**src/rtl/pitch_pkg.sv**
```systemverilog
// pitch_pkg: shared word/enable types and output FSM states for the PITCH UDP packer
package pitch_pkg;
  localparam int BYTES_PER_WORD = 8;
  typedef logic [63:0] word_t;
  typedef logic [7:0] be_t;
  typedef enum logic [1:0] {IDLE, SEND, GAP} out_state_t;
endpackage

```
**src/rtl/pitch_udp_word_packer_accumulator.sv**
```systemverilog
// pitch_byte_accumulator: packs accepted bytes MSB-first into one word with byte enables
module pitch_byte_accumulator
  import pitch_pkg::*;
(
  input  logic       clk,
  input  logic       rst_n,
  input  logic [7:0] s_byte,
  input  logic       accept,
  input  logic       s_last,
  input  logic       take,
  output word_t      word,
  output be_t        be,
  output logic       full,
  output logic       last
);
  logic [3:0] idx;
  logic [2:0] wi;
  // a byte accepted while the finished word leaves starts the fresh word at lane 0
  assign wi = take ? 3'd0 : idx[2:0];
  assign full = idx == 4'(BYTES_PER_WORD) || last;
  always_ff @(posedge clk or negedge rst_n)
    if (!rst_n) begin
      word <= '0;
      be <= '0;
      idx <= '0;
      last <= 1'b0;
    end else begin
      if (take) begin
        word <= '0;
        be <= '0;
        idx <= '0;
        last <= 1'b0;
      end
      if (accept) begin
        word[{~wi, 3'b000} +: 8] <= s_byte;
        be[~wi] <= 1'b1;
        idx <= {1'b0, wi} + 4'd1;
        last <= s_last;
      end
    end
endmodule

```
**src/rtl/pitch_udp_word_packer.sv**
```systemverilog
// pitch_udp_word_packer: byte stream to 64-bit parser words with datagram gap and counters
module pitch_udp_word_packer
  import pitch_pkg::*;
#(
  parameter int GAP_CYCLES = 1,
  parameter int CNT_W      = 32
) (
  input  logic             Clk40,
  input  logic             reset_n,
  input  logic [7:0]       s_byte,
  input  logic             s_valid,
  input  logic             s_last,
  output logic             s_ready,
  output word_t            out_bytes,
  output be_t              out_byte_enables,
  output logic             out_data_valid,
  input  logic             in_ready_for_udp,
  output logic [CNT_W-1:0] datagram_count,
  output logic [CNT_W-1:0] word_count
);
  localparam int GW = GAP_CYCLES > 1 ? $clog2(GAP_CYCLES) : 1;
  word_t acc_word;
  be_t acc_be;
  logic acc_full, acc_last, accept, take, xfer, can_take;
  logic hold_v, hold_nx, hold_last, ready_en;
  logic [GW-1:0] gap_cnt;
  logic [CNT_W-1:0] word_cnt, dg_cnt;
  out_state_t state, state_nx;
  pitch_byte_accumulator u_acc (
    .clk(Clk40), .rst_n(reset_n), .s_byte(s_byte), .accept(accept), .s_last(s_last),
    .take(take), .word(acc_word), .be(acc_be), .full(acc_full), .last(acc_last)
  );
  assign out_data_valid = state == SEND;
  assign xfer = out_data_valid && in_ready_for_udp;
  assign can_take = !hold_v || xfer;
  assign take = acc_full && can_take;
  assign hold_nx = take || (hold_v && !xfer);
  assign s_ready = ready_en && (!acc_full || (can_take && state != GAP));
  assign accept = s_valid && s_ready;
  assign word_count = word_cnt;
  assign datagram_count = dg_cnt;
  always_comb begin
    state_nx = hold_nx ? SEND : IDLE;
    if (state == GAP)
      state_nx = gap_cnt == GW'(GAP_CYCLES - 1) ? (hold_nx ? SEND : IDLE) : GAP;
    else if (xfer && hold_last)
      state_nx = GAP;
  end
  always_ff @(posedge Clk40 or negedge reset_n)
    if (!reset_n) begin
      state <= IDLE;
      gap_cnt <= '0;
      hold_v <= 1'b0;
      hold_last <= 1'b0;
      out_bytes <= '0;
      out_byte_enables <= '0;
      word_cnt <= '0;
      dg_cnt <= '0;
      ready_en <= 1'b0;
    end else begin
      state <= state_nx;
      gap_cnt <= state == GAP ? gap_cnt + 1'b1 : '0;
      hold_v <= hold_nx;
      if (take) begin
        out_bytes <= acc_word;
        out_byte_enables <= acc_be;
        hold_last <= acc_last;
      end
      word_cnt <= word_cnt + CNT_W'(xfer);
      dg_cnt <= dg_cnt + CNT_W'(xfer && hold_last);
      ready_en <= 1'b1;
    end
endmodule

```
**config.mk**
```make
export PLATFORM = sky130hd
export DESIGN_NAME = pitch_udp_word_packer
export DESIGN_NICKNAME = d
export VERILOG_FILES = /design/src/rtl/pitch_pkg.sv /design/src/rtl/pitch_udp_word_packer_accumulator.sv /design/src/rtl/pitch_udp_word_packer.sv
export SDC_FILE = /design/constraint.sdc
export NUM_CORES = 1
export LEC_CHECK = 0
export BUFFER_PORTS_ARGS = -buffer_cell sky130_fd_sc_hd__clkbuf_2
export CAP_MARGIN = 20
export CORE_MARGIN = 4
export CORE_UTILIZATION = 40
export CTS_CLUSTER_SIZE = 30
export DETAILED_ROUTE_END_ITERATION = 10
export SLEW_MARGIN = 25
export SYNTH_ARGS = -nofsm -noshare
export SYNTH_HDL_FRONTEND = slang
export SYNTH_SLANG_ARGS = --single-unit
```
**constraint.sdc**
```tcl
create_clock -name Clk40 -period 7.8 [get_ports Clk40]
set_clock_uncertainty 0.15 [all_clocks]
set_input_delay 0.39 -clock Clk40 [delete_from_list [all_inputs] [get_ports Clk40]]
set_output_delay 0.39 -clock Clk40 [all_outputs]
set_load 0.01 [all_outputs]
```
## Word level (Yosys, flattened, before mapping)

Index checks and enable logic that the tools add are counted.

- Add/sub/neg operators: 5
- $lt $le $gt $ge: 2
- Equal/unequal tests: 4
- Shift operators: 2
- Mux-type cells: 17
- Bitwise gates (word level): 2
- Reductions and logical operators: 16

Operator list:

| kind | number |
|---|---|
| 2-to-1 mux 64 bit | 2 |
| adder 32 x 1 -> 32 bit | 2 |
| bitwise mux 64 bit | 1 |
| variable shift 8 x 8 -> 64 bit, first input constant | 1 |
| indexed part select 8 x 8 -> 64 bit | 1 |
| 2-to-1 mux 8 bit | 2 |
| logical AND 1 bit | 8 |
| 2-to-1 mux 4 bit | 2 |
| negation 6 -> 8 bit | 1 |
| OR 8 bit | 1 |
| 2-to-1 mux 2 bit | 3 |
| 2-to-1 mux 1 bit | 5 |
| adder 3 x 1 -> 4 bit, second input constant | 1 |
| equality test 4 bit, second input constant | 1 |
| logical OR 1 bit | 4 |
| less-than comparator 3 x 4 -> 1 bit, second input constant | 1 |
| demux 1 bit (select 3 bit) | 1 |
| >= comparator 3 x 1 -> 1 bit, second input constant | 1 |
| logical NOT 1 bit | 3 |
| 2-to-1 mux 3 bit | 1 |
| NOT 3 bit | 1 |
| equality test 2 x 1 -> 1 bit, second input constant | 1 |
| equality test 2 bit, second input constant | 1 |
| inequality test 2 bit, second input constant | 1 |
| other kinds (2) | 2 |

- Register bits: 219
- Input port bits: 13
- Logic and storage cells: 61

## Longest topological paths before layout

- Word-level depth: 12
- Gate-level depth with buffers: 15
- Mapped depth without buffers: 11

## Modules after synthesis

A second synthesis with hierarchy kept.

- Cells, all modules: 700
- Area, all modules: 9277.6 sq um

By module, submodules not included:

| module | instances | cells an instance | area an instance (sq um) | sequential area each (sq um) |
|---|---|---|---|---|
| pitch_udp_word_packer | 1 | 428 | 5790.6 | 3553.4 |
| pitch_byte_accumulator | 1 | 272 | 3487.1 | 1926.8 |

## Least setup slack after synthesis

OpenSTA, ideal clock, no wires.

- Path type: register to register
- From: reg u_acc.idx[1]
- To: reg u_acc.word[32]
- Library setup time: 0.121 ns
- Arrival time: 3.384 ns
- Data required time: 7.529 ns
- Path slack: 4.145 ns
- Stages on the path, launching flop included: 15
- Buffers on the path: 3
- Period minus slack after synthesis: 3.655 ns
- Path through: dfrtp_1 -> nor3_1 -> a21oi_2 -> nand2b_1 -> buf_2 -> clkbuf_1 -> and2_1 -> ha_1 -> ha_1 -> buf_6 -> inv_6 -> or4_4 -> nor4b_4 -> nor2_2 -> a22o_1

- Longest elaborated chain between the ends: 9
- Elaborated cells on any way between the ends: 15
- Those cells by class: add/sub (1); eq/ne (1); shift (2); mux (4); bitwise (1); reduce/logical (6)

Ends and longest elaborated chain:

| item | RTL line | text |
|---|---|---|
| from (decl) | pitch_udp_word_packer_accumulator.sv:16 | `logic [3:0] idx;` |
| from (signal assigned) | pitch_udp_word_packer_accumulator.sv:37 | `idx <= {1'b0, wi} + 4'd1;` |
| equality test 4 bit | pitch_udp_word_packer_accumulator.sv:20 | `assign full = idx == 4'(BYTES_PER_WORD) \|\| last;` |
| logical OR 1 bit | pitch_udp_word_packer_accumulator.sv:20 |  |
| logical AND 1 bit | pitch_udp_word_packer.sv:36 | `assign take = acc_full && can_take;` |
| 2-to-1 mux 3 bit | pitch_udp_word_packer_accumulator.sv:19 | `assign wi = take ? 3'd0 : idx[2:0];` |
| NOT 3 bit | pitch_udp_word_packer_accumulator.sv:35 | `word[{~wi, 3'b000} +: 8] <= s_byte;` |
| negation 6 -> 8 bit | pitch_udp_word_packer_accumulator.sv:35 |  |
| indexed part select 8 x 8 -> 64 bit or variable shift 8 x 8 -> 64 bit (tied branches) | pitch_udp_word_packer_accumulator.sv:35 |  |
| bitwise mux 64 bit | pitch_udp_word_packer_accumulator.sv:35 |  |
| 2-to-1 mux 64 bit * | pitch_udp_word_packer_accumulator.sv:34 | `if (accept) begin` |
| to (signal, indexed assignment) | pitch_udp_word_packer_accumulator.sv:35 |  |
| to (decl) | pitch_udp_word_packer_accumulator.sv:11 | `output word_t word,` |

Mark *: on every way between the ends. The rest lies on a longest branch, timed or not.
A chain may end at the register's enable or synchronous reset.

## Worst setup path in the final report

- From: reg u_acc.idx[0]
- To: reg u_acc.word[37]

The elaborated chain is that of the path after synthesis.

==> results.sh <==
export IMPL_number_of_buffers_added_on_ports=150
export IMPL_hold_path_class="in2reg"
export IMPL_setup_ws_ns=3.169
export IMPL_drt_vias_per_instance=4.850
export IMPL_max_cap_viol_count=0
export IMPL_type_of_the_setup_path_with_the_least_slack="reg2reg"
export IMPL_cp_data_arrival_time_ns=4.87
export IMPL_final_setup_tns_ns=0
export IMPL_cts_buffers=24
export IMPL_internal_power_mw=2.497
export IMPL_max_slew_margin=0.4507
export IMPL_synth_area_leaders="sky130_fd_sc_hd__dfrtp_1 (61%), sky130_fd_sc_hd__nand2_1 (12%), sky130_fd_sc_hd__mux2i_1 (5.4%)"
export IMPL_outcome="finished clean"
export IMPL_floorplan_rows=54
export IMPL_slew_violations=0
export IMPL_critical_path_cell_chain="nor3_1 > a21oi_2 > nand2b_4 > buf_6 > and2_1 > ha_1 > inv_6 > or4_4 > nor4b_4 > nor2_2 > a22o_1"
export IMPL_cts_path_max_buffers=3
export IMPL_diode_count=0
export IMPL_place_gp_congestion=0.7980
export IMPL_synth_seq_area_share=0.6110
export IMPL_drt_iter0_drc=334
export IMPL_synthDistinctLibCells=49
export IMPL_grt_setup_unrepaired="false"
export IMPL_share_clk_of_total_power=0.310
export IMPL_power_static_leakage_nw=5.762
export IMPL_chipWidth_um=157.8
export IMPL_worst_ep_required_time_ns=8.04
export IMPL_ys_dominant_reg_cell="sky130_fd_sc_hd__dfrtp_1"
export IMPL_cts_tree="yes"
export IMPL_grt_pass1_vias=6227
export IMPL_r2r_slack_ns=3.17
export IMPL_numClockSinks=219
export IMPL_p_per_area_nw_per_um2=341.3
export IMPL_max_clock_freq_ghz=0.2159
export IMPL_critPathCaptureType="flip-flop"
export IMPL_drive_gt1_frac=0.2129
export IMPL_residual_overflow_from_global_routing=0
export IMPL_maximum_number_of_pins_on_one_net_before_global_route_repair=109
export IMPL_grt_pass1_wl_um=33220
export IMPL_peak_supply_drop_mv=0.1715
export IMPL_grt_total_usage=0.1624
export IMPL_netlist_instances=834
export IMPL_final_net_count=1007
export IMPL_syn_area_per_cell_sq_um=10.76
export IMPL_insertion_delay_ns=0.51
export IMPL_critical_path_max_stage_delay_ns=0.61
export IMPL_start_util=0.4085
export IMPL_ys_warns=0
export IMPL_wl_um=20200
export IMPL_post_dp_hpwl_um=13560
export IMPL_clk_pin_slew_ns=0.06
export IMPL_power_switching_mw=1.206
export IMPL_final_antenna_net_count=0
export IMPL_finalHoldViolCount=0
export IMPL_power_frac_seq=0.449
export IMPL_root_buffer_master="sky130_fd_sc_hd__clkbuf_16"
export IMPL_drcViolationCount=0
export IMPL_synth_top_area_frac=0.6110
export IMPL_wire_per_inst_um=15.72
export IMPL_tritonroute_pass_1_iters=4
export IMPL_dpl_worst_slack_ns=2.950
export IMPL_cp_launch_type="flip-flop"
export IMPL_synth_ff_latch_count=219
export IMPL_core_area_sq_um=21960
export IMPL_post_route_min_period_ns=4.631
export IMPL_worstMarginPinSlew_ns=0.8240
export IMPL_asyncSetResetFlopFracSynth=1.000
export IMPL_synthDominantAreaCellType="sky130_fd_sc_hd__dfrtp_1"
export IMPL_post_synth_most_frequent_cells="sky130_fd_sc_hd__nand2_1 (282), sky130_fd_sc_hd__dfrtp_1 (219), sky130_fd_sc_hd__mux2i_1 (48), sky130_fd_sc_hd__xnor2_1 (41), sky130_fd_sc_hd__nand3_1 (31)"
export IMPL_final_setup_viol_count=0
export IMPL_maximum_level_of_the_cts_h_tree=1
export IMPL_mapped_area_sq_um=8970
export IMPL_die_area_sq_um=24890
export IMPL_min_period_over_period=0.5937
export IMPL_timing_critical_path_slowest_stage_cell="sky130_fd_sc_hd__buf_6"
export IMPL_cp_max_fo=108
export IMPL_syn_num_nets=853
export IMPL_die_y_um=157.8
export IMPL_switching_share=0.3256
export IMPL_power_combinational_fraction=0.240
export IMPL_yosysMostFrequentCell="sky130_fd_sc_hd__nand2_1"
export IMPL_cts_setup_buffers=0
export IMPL_antenna_found_initial=0
export IMPL_io_pin_count=151
export IMPL_area_growth_syn_to_layout_pct=20.97
export IMPL_synth_edf_count=0
export IMPL_dr_total_vias=6232
what timing repair did:
item | in CTS | in global routing
hold buffers | 3 | 0
endpoints found under the setup margin | 0 | 0
hold endpoints to repair | 84 | 0
gates resized for setup | 0 | 0
layer usage:
metal / part of all wire / wire length (um) / vias up / global-route usage
met2: 0.46 / 9282 / 149 / 0.2608
met1: 0.47 / 9592 / 3004 / 0.2353
met4: 0.019 / 386 / 0 / 0.03318
met5: 0 / 0 / - / 0
met3: 0.046 / 939 / 26 / 0.02597
li1: - / - / 3053 / -
layout make-up:
| type | instances | area [sq um] |
|---|---|---|
| Fill cell | 2058 | 11110 |
| Sequential cell | 219 | 5480 |
| Multi-Input combinational cell | 562 | 3261 |
| Timing Repair Buffer | 158 | 852.1 |
| Clock buffer | 35 | 723.2 |
| Tap cell | 280 | 350.3 |
| Clock inverter | 8 | 92.59 |
| Inverter | 23 | 91.34 |
kinds of logic (layout without fill, tap and decap cells):
kind of cell / count (synthesis) / in the layout / share of synthesized area
AND/OR/NAND/NOR: 402 / 402 / 0.2049
flip-flops: 219 / 219 / 0.6110
XOR/XNOR: 61 / 61 / 0.05956
buffers and inverters: 53 / 224 / 0.02720
multiplexers: 48 / 48 / 0.05356
AO/OA/AOI/OAI: 44 / 44 / 0.03501
adder cells (fa/ha/maj): 6 / 6 / 0.008369
other: 1 / 1 / 0.0004181
layout by cell type, fill, tap and decap left out, types with 7 or more instances in the layout:
cell / synthesis / layout
sky130_fd_sc_hd__nor3_1: 12 / 12
sky130_fd_sc_hd__clkbuf_2: 0 / 149
sky130_fd_sc_hd__dfrtp_1: 219 / 219
sky130_fd_sc_hd__xor2_1: 20 / 20
sky130_fd_sc_hd__mux2i_1: 48 / 48
sky130_fd_sc_hd__nand4_1: 9 / 9
sky130_fd_sc_hd__nand2_1: 282 / 282
sky130_fd_sc_hd__nor2_1: 18 / 17
sky130_fd_sc_hd__a22o_1: 18 / 18
sky130_fd_sc_hd__nand3_1: 31 / 31
sky130_fd_sc_hd__xnor2_1: 41 / 41
sky130_fd_sc_hd__o21ai_0: 10 / 10
sky130_fd_sc_hd__inv_1: 22 / 22
sky130_fd_sc_hd__and3_1: 7 / 7
sky130_fd_sc_hd__clkbuf_16: 0 / 25
sky130_fd_sc_hd__a21oi_1: 9 / 9
critical path: cells and delay by family, from the launching register on:
kind	cells	cell delay, ns
and+or+nand+nor	6	2.02
buffers and inverters	2	0.68
AOI/OAI and AO/OA	2	0.62
DFF	1	0.57
adders and majority gates	1	0.40
stage by stage:
stage	hold slack, ns	total power [mW]	instance area (sq um)	instances	utilization
floorplan	-0.05559	2.223	8970	834	-
global placement	0.2810	2.568	9973	1238	0.4542
detailed placement	0.2856	2.583	9973	1238	0.4542
CTS	0.005581	3.754	10820	1284	0.4927
global route	0.02405	3.939	10850	1285	0.4941
finish	0.02087	3.703	10850	1285	0.4941
sequential cells by signal, summed over array words and instances, names as in the netlist:
signal	count
out_bytes	64
u_acc.word	64
datagram_count	32
word_count	32
out_byte_enables	8
u_acc.be	8
u_acc.idx	4
state	2
gap_cnt	1
hold_last	1
hold_v	1
ready_en	1
u_acc.last	1
power by group through the flow:
stage	combinational [mW]	clock, mW	sequential (mW)
after floorplan	0.517	0	1.71
after global placement	0.888	0	1.68
after detailed placement	0.902	0	1.68
after CTS	0.909	1.18	1.67
after global routing	1.01	1.22	1.71
final	0.890	1.15	1.66
worst paths after layout:
check	startpoint	endpoint	depth (start not counted)
worst min-delay path	s_byte[1]	u_acc.word[1]$_DFF_PN0_	2
worst max-delay path	u_acc.idx[0]$_DFFE_PN0P_	u_acc.word[37]$_DFF_PN0_	11
worst max register to register	u_acc.idx[0]$_DFFE_PN0P_	u_acc.word[37]$_DFF_PN0_	11
max in group asynchronous	reset_n	u_acc.be[6]$_DFF_PN0_	3
min in group asynchronous	reset_n	word_count[23]$_DFF_PN0_	2
worst min register to register	gap_cnt$_DFF_PN0_	gap_cnt$_DFF_PN0_	1
(Power assumes the default switching activity.)
